--- src/rtl/mcs_fpro_bridge.sv ---
// Registered bridge from the MicroBlaze MCS I/O bus to the FPro bus with one-hot chip selects.
// Optional error counter enabled by defining MCS_BRG_ERR_EN.
module mcs_fpro_bridge #(
    parameter logic [31:0] BRG_BASE   = 32'hC000_0000,
    parameter int unsigned ADDR_W     = 21,
    parameter int unsigned NUM_CS     = 2,
    parameter int unsigned RD_LATENCY = 1
) (
    input  logic              clk,
    input  logic              reset_n,
    input  logic              io_addr_strobe,
    input  logic              io_read_strobe,
    input  logic              io_write_strobe,
    input  logic [3:0]        io_byte_enable,
    input  logic [31:0]       io_address,
    input  logic [31:0]       io_write_data,
    output logic [31:0]       io_read_data,
    output logic              io_ready,
    output logic [NUM_CS-1:0] fp_cs,
    output logic              fp_wr,
    output logic              fp_rd,
    output logic [ADDR_W-1:0] fp_addr,
    output logic [3:0]        fp_byte_en,
    output logic [31:0]       fp_wr_data,
    input  logic [31:0]       fp_rd_data,
    output logic [7:0]        err_cnt
);

    localparam int unsigned CS_W     = $clog2(NUM_CS);
    localparam int unsigned HI_LSB   = ADDR_W + 2 + CS_W;
    localparam logic [3:0]  LAT_INIT = 4'(RD_LATENCY - 1);

    typedef enum logic [1:0] {StIdle, StReq, StWait, StAck} state_e;

    state_e            state_q, state_d;
    logic [3:0]        cnt_q, cnt_d;
    logic              dir_wr_q;
    logic [NUM_CS-1:0] cs_q;
    logic [ADDR_W-1:0] addr_q;
    logic [3:0]        be_q;
    logic [31:0]       wdata_q;
    logic [31:0]       rdata_q;

    logic              strobe;
    logic              hit;
    logic              load;
    logic              capture;
    logic              miss_ack;
    logic [CS_W-1:0]   cs_idx;
    logic [NUM_CS-1:0] cs_dec;

    logic unused_bits;
    assign unused_bits = ^{io_addr_strobe, io_address[1:0]};

    assign strobe = io_read_strobe | io_write_strobe;
    assign hit    = (io_address[31:HI_LSB] == BRG_BASE[31:HI_LSB]);
    assign cs_idx = io_address[ADDR_W+2 +: CS_W];

    always_comb begin
        cs_dec         = '0;
        cs_dec[cs_idx] = 1'b1;
    end

    always_comb begin
        state_d  = state_q;
        cnt_d    = cnt_q;
        load     = 1'b0;
        capture  = 1'b0;
        miss_ack = 1'b0;
        unique case (state_q)
            StIdle: begin
                if (strobe) begin
                    if (hit) begin
                        load    = 1'b1;
                        state_d = StReq;
                    end else begin
                        miss_ack = 1'b1;
                        state_d  = StAck;
                    end
                end
            end
            StReq: begin
                if (dir_wr_q) begin
                    state_d = StAck;
                end else begin
                    cnt_d   = LAT_INIT;
                    state_d = StWait;
                end
            end
            StWait: begin
                if (cnt_q == 4'd0) begin
                    capture = 1'b1;
                    state_d = StAck;
                end else begin
                    cnt_d = cnt_q - 4'd1;
                end
            end
            StAck:   state_d = StIdle;
            default: state_d = StIdle;
        endcase
    end

    always_ff @(posedge clk or negedge reset_n) begin
        if (!reset_n) begin
            state_q <= StIdle;
            cnt_q   <= 4'd0;
        end else begin
            state_q <= state_d;
            cnt_q   <= cnt_d;
        end
    end

    // Request fields are latched on acceptance and cleared when the access retires.
    always_ff @(posedge clk or negedge reset_n) begin
        if (!reset_n) begin
            dir_wr_q <= 1'b0;
            cs_q     <= '0;
            addr_q   <= '0;
            be_q     <= 4'd0;
            wdata_q  <= 32'd0;
        end else if (load) begin
            dir_wr_q <= io_write_strobe;
            cs_q     <= cs_dec;
            addr_q   <= io_address[ADDR_W+1:2];
            be_q     <= io_byte_enable;
            wdata_q  <= io_write_data;
        end else if (state_q == StAck) begin
            dir_wr_q <= 1'b0;
            cs_q     <= '0;
            addr_q   <= '0;
            be_q     <= 4'd0;
            wdata_q  <= 32'd0;
        end
    end

    always_ff @(posedge clk or negedge reset_n) begin
        if (!reset_n) begin
            rdata_q <= 32'd0;
        end else if (capture) begin
            rdata_q <= fp_rd_data;
        end else if (miss_ack) begin
            rdata_q <= 32'd0;
        end
    end

    assign io_read_data = rdata_q;
    assign io_ready     = (state_q == StAck);
    assign fp_cs        = cs_q;
    assign fp_addr      = addr_q;
    assign fp_byte_en   = be_q;
    assign fp_wr_data   = wdata_q;
    assign fp_wr        = (state_q == StReq) && dir_wr_q;
    assign fp_rd        = (state_q == StReq) && !dir_wr_q;

`ifdef MCS_BRG_ERR_EN
    logic [7:0] err_cnt_q;
    logic       err_evt;

    // Coincident error causes collapse into a single event.
    assign err_evt = (state_q == StIdle) ?
                     (strobe && (!hit || (io_read_strobe && io_write_strobe))) : strobe;

    always_ff @(posedge clk or negedge reset_n) begin
        if (!reset_n) begin
            err_cnt_q <= 8'd0;
        end else if (err_evt && (err_cnt_q != 8'hFF)) begin
            err_cnt_q <= err_cnt_q + 8'd1;
        end
    end

    assign err_cnt = err_cnt_q;
`else
    assign err_cnt = 8'h00;
`endif

endmodule

--- config.mk ---
export PLATFORM = sky130hd
export DESIGN_NAME = mcs_fpro_bridge
export DESIGN_NICKNAME = d
export VERILOG_FILES = /design/src/rtl/mcs_fpro_bridge.sv
export SDC_FILE = /design/constraint.sdc
export NUM_CORES = 1
export LEC_CHECK = 0
export CORE_ASPECT_RATIO = 1.25
export CORE_MARGIN = 5
export CORE_UTILIZATION = 42
export CTS_CLUSTER_DIAMETER = 200
export DETAILED_ROUTE_END_ITERATION = 10
export PLACE_DENSITY = 0.86
export SYNTH_ARGS = -nofsm -noshare
export SYNTH_HDL_FRONTEND = slang
export SYNTH_SLANG_ARGS = --single-unit
--- constraint.sdc ---
create_clock -name clk -period 2.65 [get_ports clk]
set_clock_uncertainty 0.05 [all_clocks]
set_input_delay 0.6625 -clock clk [delete_from_list [all_inputs] [get_ports clk]]
set_output_delay 0.6625 -clock clk [all_outputs]
set_load 0.05 [all_outputs]
==> results of run 1 <==
## layout by cell type, fill, tap and decap left out, types with 5 or more instances in the layout
cell | synthesis | routed
mux2_4 | 58 | 58
nand2_1 | 6 | 6
conb_1 | 1 | 8
buf_12 | 6 | 5
inv_1 | 6 | 6
ha_1 | 6 | 5
a22o_1 | 36 | 36
nor2b_1 | 60 | 60
clkbuf_16 | 0 | 9
buf_4 | 8 | 11
clkdlybuf4s50_1 | 0 | 191
dfrtp_1 | 98 | 98
## power breakdown
group	total, W	internal, W	switching (W)
registers	0.00189	0.00174	0.000156
logic	0.00245	0.000909	0.00155
clock network	0.00120	0.000657	0.000544
total	0.00555	0.00330	0.00225
## Yosys cell counts, drive strengths merged
cell type  number
nand2b          3
o31ai           2
ha              6
or3b            1
mux2i           1
or4             1
or3             1
nor2b          60
o22ai           2
nor4            1
and2            2
o2bb2ai         1
a22o           36
dfrtp          98
nor3b           1
nor3            1
nor2            3
nand3           1
a21oi           2
buf            15
o21ai           3
mux2           58
nand2           6
clkbuf         13
conb            1
nand4           1
a2bb2oi         1
inv             6
a221oi          1
## state kept, by name, indices dropped and copies added (netlist names)
register	cells
fp_wr_data	32
io_read_data	32
fp_addr	21
cnt_q	4
fp_byte_en	4
fp_cs	2
state_q	2
dir_wr_q	1
## final timing paths
path | endpoint | slack (ns) | cells after the start
min reg2reg | io_read_data[31]$_DFFE_PN0P_ | 0.45 | 1
max reg2reg | fp_wr_data[14]$_DFFE_PN0P_ | 0.53 | 6
max in group asynchronous | fp_addr[9]$_DFFE_PN0P_ | 1.66 | 2
max | fp_wr_data[14]$_DFFE_PN0P_ | 0.37 | 6
min | fp_wr_data[19]$_DFFE_PN0P_ | 0.23 | 1
min in group clk | io_read_data[31]$_DFFE_PN0P_ | 0.45 | 1
## through the flow
step	util	worst slack [ns]	power, W
6_report	0.650	0.375	0.00555
5_1_grt	0.650	0.340	0.00583
4_1_cts	0.650	0.374	0.00561
3_5_place_dp	0.624	0.0152	0.00438
3_3_place_gp	0.624	0.0133	0.00433
2_1_floorplan	-	0.478	0.00344
## layer usage
layer  share of wire  track usage  wire, um  up-vias
met5               0            0         0        -
met4           0.019       0.0663       226        0
met2            0.48        0.299      5680      164
met1            0.41        0.226      4820     1571
met3           0.092       0.0615      1080       15
li1                -            -         -     1518
## final cells by class
cell class                 count  area, um2  share of cell area
tap                          132        165              0.0239
inverter                       6       22.5             0.00327
clock inverter                 5       30.0             0.00435
timing repair buffer         207       2090               0.304
multi-input combinational    203       1890               0.274
sequential                    98       2450               0.356
clock buffer                  11        243              0.0352
## kinds of logic after synthesis
logic type / synth area share
muxes: 0.193
buffers and inverters: 0.0575
adders and majority gates: 0.0164
and+or+nand+nor: 0.109
other: 0.000821
AOI/OAI and AO/OA: 0.0863
DFF: 0.537
==> metrics.txt, run 1 <==
leading area contributor after synthesis dfrtp_1; CTS clk-pin slew, worst paths 0.07 ns; Leak 3.33 nW; fin. max-slew vios 0; reg2reg start state_q[1]$_DFFE_PN0P_; Worst IR Drop VDD 0.000723 V; top cells by area, synth dfrtp_1 54%, mux2_4 19%, nor2b_1 8.2%, a22o_1 6.9%, buf_12 2.6%; count of state elements after synthesis 98; critical path fanouts, max 26; critical path data required time between 2 and 3 ns; drt wl/cell 17.8 um; Worst Path Arrival approximately 2.4 ns; Design Area, Final 6900 um2; Layout area overhead 51.0%; Core Area roughly 11000 um2; routability cong. 0.757; Worst path slowest cell clkdlybuf4s50_1; Starting Density 0.430; Cell Rows 42; Placement Cell Area around 6600 um2; max cap viols 0; status completed; Cells after DPL about 650; Die Y 127 um; sequential area share after synthesis 0.537; total negative slack 0 ns; Post-CTS Hold Buffers 0; Hold WC Path Type input pin to asynchronous set/reset pin; final setup violation count 0; period utilization 0.859; Setup crit start kind input pin; clock sink total between 90 and 100; vias 3268; Slew @ Worst Pin 0.553 ns; remaining global-route overflow 0; Cell Area, Synth 4570 um2; vias per cell roughly 4.9; Layout Cells excl Fill 662; final WL between 10 and 15 mm; Synth Area per Inst around 14 um2; CTS tree yes; die area 13100 um2; antenna violations before repair 0; # diodes 0; share of cells above drive strength 1 0.177; die width 103 um; Skew-Pair Late Insertion Delay 0.34 ns; RSZ-0062 raised after global routing no; TritonCTS Buffers 9; PostCTS Resize Cnt 0; Yosys cell types 31; min cycle time layout 2.28 ns; worst path buffer plus inverter count 2; element type at the critical path end flop; NumNets Final 636; Cell Chain, Critical Path clkdlybuf4s50_1 > nor4_2 > nand4_1 > or3_4 > buf_12 > mux2_4; launch point of the critical path io_address[25]; CP Class input pin to flop; Relative slew margins 0.630; clk buf depth 2; max frequency 0.440 GHz; Final HPWL DP 8.69 mm; Yosys top cell area share 0.537; largest net degree at the start of global routing 50; DR pass1 iterations 4; WHS 0.226 ns; DRC 0; delay-heaviest family, CP simple AND/OR/NAND/NOR gates; Total GRT Usage 0.184; Syn Inst Count 328; initial DRC count between 100 and 150; CP peak stage delay 0.41 ns; PD cells around 800 nW/um2; first-pass GRT wire length 18.7 mm; remaining antenna violation count after routing 0; clk root buf clkbuf_16; number of hold violations in the final report 0; Ports 207; YS warnings 0; H-tree levels 3; setup repair bufs after CTS 0; number of fill cells 790; vias in the first global route 3695; port buffer count 195
Note: power is estimated with default switching activity, not from simulation.
==> run 2, diff against run 1 <==
--- a/config.mk
+++ b/config.mk
@@ -6,11 +6,11 @@
 export NUM_CORES = 1
 export LEC_CHECK = 0
 export CORE_ASPECT_RATIO = 1.25
-export CORE_MARGIN = 5
-export CORE_UTILIZATION = 42
+export CORE_MARGIN = 8
+export CORE_UTILIZATION = 45
 export CTS_CLUSTER_DIAMETER = 200
 export DETAILED_ROUTE_END_ITERATION = 10
-export PLACE_DENSITY = 0.86
+export PLACE_DENSITY = 0.91
 export SYNTH_ARGS = -nofsm -noshare
 export SYNTH_HDL_FRONTEND = slang
 export SYNTH_SLANG_ARGS = --single-unit
==> constraint.sdc (replaced) <==
create_clock -name clk -period 2.85 [get_ports clk]
set_clock_uncertainty 0.05 [all_clocks]
set_input_delay 0.7125 -clock clk [delete_from_list [all_inputs] [get_ports clk]]
set_output_delay 0.7125 -clock clk [all_outputs]
set_load 0.05 [all_outputs]
==> run 2 against run 1 <==
Net effect:
- power decreased by 6.3%
- worst setup slack got worse by 0.30 ns
- combinational power is 9.0% lower
- sequential share of layout area is 0.20 points higher
- cell count decreased by 1.1%
- non-clock buffer count down 4
- first-iteration DRC count shrank 30%
- clock power hardly changed
- critical path depth shrank 2
- count of clock-buffer cells in the layout grew 1
- largest power group unchanged
==> metrics.txt, run 2 (synthesis gave the netlist of run 1 again) <==
DRC 0; Final Worst Setup Slack ~0.07 ns; first-pass GRT wire length 19.4 mm; final setup violation count 0; clk buf depth 2; Relative slew margins 0.632; Total GRT Usage 0.179; net switching power 0.00209 W; share of cells above drive strength 1 0.165; WHS 0.271 ns; # diodes 0; max cap viols 0; CP endpoint fp_rd; CTS clk-pin slew, worst paths 0.07 ns; dpl ws 0.102 ns; Layout area overhead 50.2%; die area 13700 um2; Hold WC Path Type input pin to asynchronous set/reset pin; critical path fanouts, max 4; CTS tree yes; routability cong. 0.844; Worst Path Arrival 2.02 ns; remaining antenna violation count after routing 0; fin. max-slew vios 0; remaining global-route overflow 0; Starting Density 0.457; clk root buf clkbuf_16; Post-CTS Hold Buffers 0; FF-to-FF setup slack between 0.7 and 0.8 ns; end of the worst register-to-register path fp_addr[1]$_DFFE_PN0P_; initial DRC count 76; period utilization 0.976; PD cells approximately 760 nW/um2; number of hold violations in the final report 0; vias 3323; internal power 0.00311 W; clock sink total 98; NumNets Final 632; Skew-Pair Late Insertion Delay 0.33 ns; status completed; H-tree levels 3; DR pass1 iterations 4; CP Class flop to output pin; PostCTS Resize Cnt 0; largest net degree at the start of global routing 46; port buffer count 195; Die Y 129 um; antenna violations before repair 0; final WL 12.3 mm; clock share of power 0.233; Flop pwr share 0.339; max frequency roughly 0.36 GHz; vias per cell 5.07; number of fill cells 679; cells on worst reg2reg path 6; Core Area 10000 um2; commonest non-fill, non-tap cell in the layout clkdlybuf4s50_1; Worst IR Drop VDD 0.000691 V; setup repair bufs after CTS 0; Setup crit start kind flop; critical path data required time 2.09 ns; Final HPWL DP between 9 and 10 mm; TritonCTS Buffers 9; launch point of the critical path state_q[1]$_DFFE_PN0P_; WL met3 between 1 and 1.5 mm; reg2reg start state_q[1]$_DFFE_PN0P_; highest metal used met4; Routed met1 length 5.05 mm; Leak 3.32 nW; min cycle time layout around 2.8 ns; die width 106 um; element type at the critical path end output pin; vias in the first global route 3641; Logic pwr share 0.428; Ports around 210; drt wl/cell around 19 um; Sw Share 0.402; Slew @ Worst Pin 0.551 ns; metal2 WL 5.87 mm; Cell Rows 41; most frequent cells in the layout 192 x clkdlybuf4s50_1, 98 x dfrtp_1, 60 x nor2b_1, 58 x mux2_4, 36 x a22o_1
-- run 2: how the worst min path moves through the flow --
stage / start / cells past startpoint / to
after floorplan: reset_n / 0 / cnt_q[0]$_DFFE_PN0P_
after global placement: io_read_data[13]$_DFFE_PN0P_ / 1 / io_read_data[13]$_DFFE_PN0P_
after detailed placement: io_read_data[30]$_DFFE_PN0P_ / 1 / io_read_data[30]$_DFFE_PN0P_
after CTS: reset_n / 1 / fp_wr_data[29]$_DFFE_PN0P_
after global routing: reset_n / 1 / fp_wr_data[24]$_DFFE_PN0P_
final: reset_n / 1 / fp_wr_data[29]$_DFFE_PN0P_
-- run 2: per-stage QoR --
| stage | util | area (um2) | TNS (ns) | power [W] | cells |
|---|---|---|---|---|---|
| after global routing | 0.686 | 6860 | -0.00968 | 0.00545 | 655 |
| after detailed placement | 0.656 | 6560 | 0 | 0.00402 | 639 |
| final | 0.686 | 6860 | 0 | 0.00520 | 655 |
| after global placement | 0.656 | 6560 | 0 | 0.00397 | 639 |
| after floorplan | - | 4590 | 0 | 0.00320 | 335 |
| after CTS | 0.685 | 6860 | 0 | 0.00525 | 655 |
-- run 2: power groups by stage --
stage | clock, W | combinational (W) | sequential (W)
6_report | 0.00121 | 0.00223 | 0.00176
3_5_place_dp | 0 | 0.00225 | 0.00177
4_1_cts | 0.00123 | 0.00225 | 0.00176
2_1_floorplan | 0 | 0.000745 | 0.00246
5_1_grt | 0.00130 | 0.00235 | 0.00179
3_3_place_gp | 0 | 0.00219 | 0.00177
-- run 2: cell type report --
type / count / area [um2] / area share
clock buffers: 12 / 246 / 0.0359
clock inverters: 4 / 51.3 / 0.00748
inverters: 6 / 22.5 / 0.00328
multi-input cells: 203 / 1890 / 0.276
flip-flops and latches: 98 / 2450 / 0.358
well taps: 129 / 161 / 0.0235
repair buffers: 203 / 2030 / 0.297
-- run 2: worst max-delay path: stages, from the launching register on --
cell and delay (ns):
dfrtp_1 0.41, inv_1 0.13, ha_1 0.18, nor2b_1 0.15, clkdlybuf4s50_1 0.82
-- run 2: layer usage --
| metal | global-route usage | vias up |
|---|---|---|
| li1 | - | 1504 |
| met1 | 0.212 | 1636 |
| met2 | 0.287 | 166 |
| met3 | 0.0755 | 17 |
| met4 | 0.0581 | 0 |
| met5 | 0 | - |
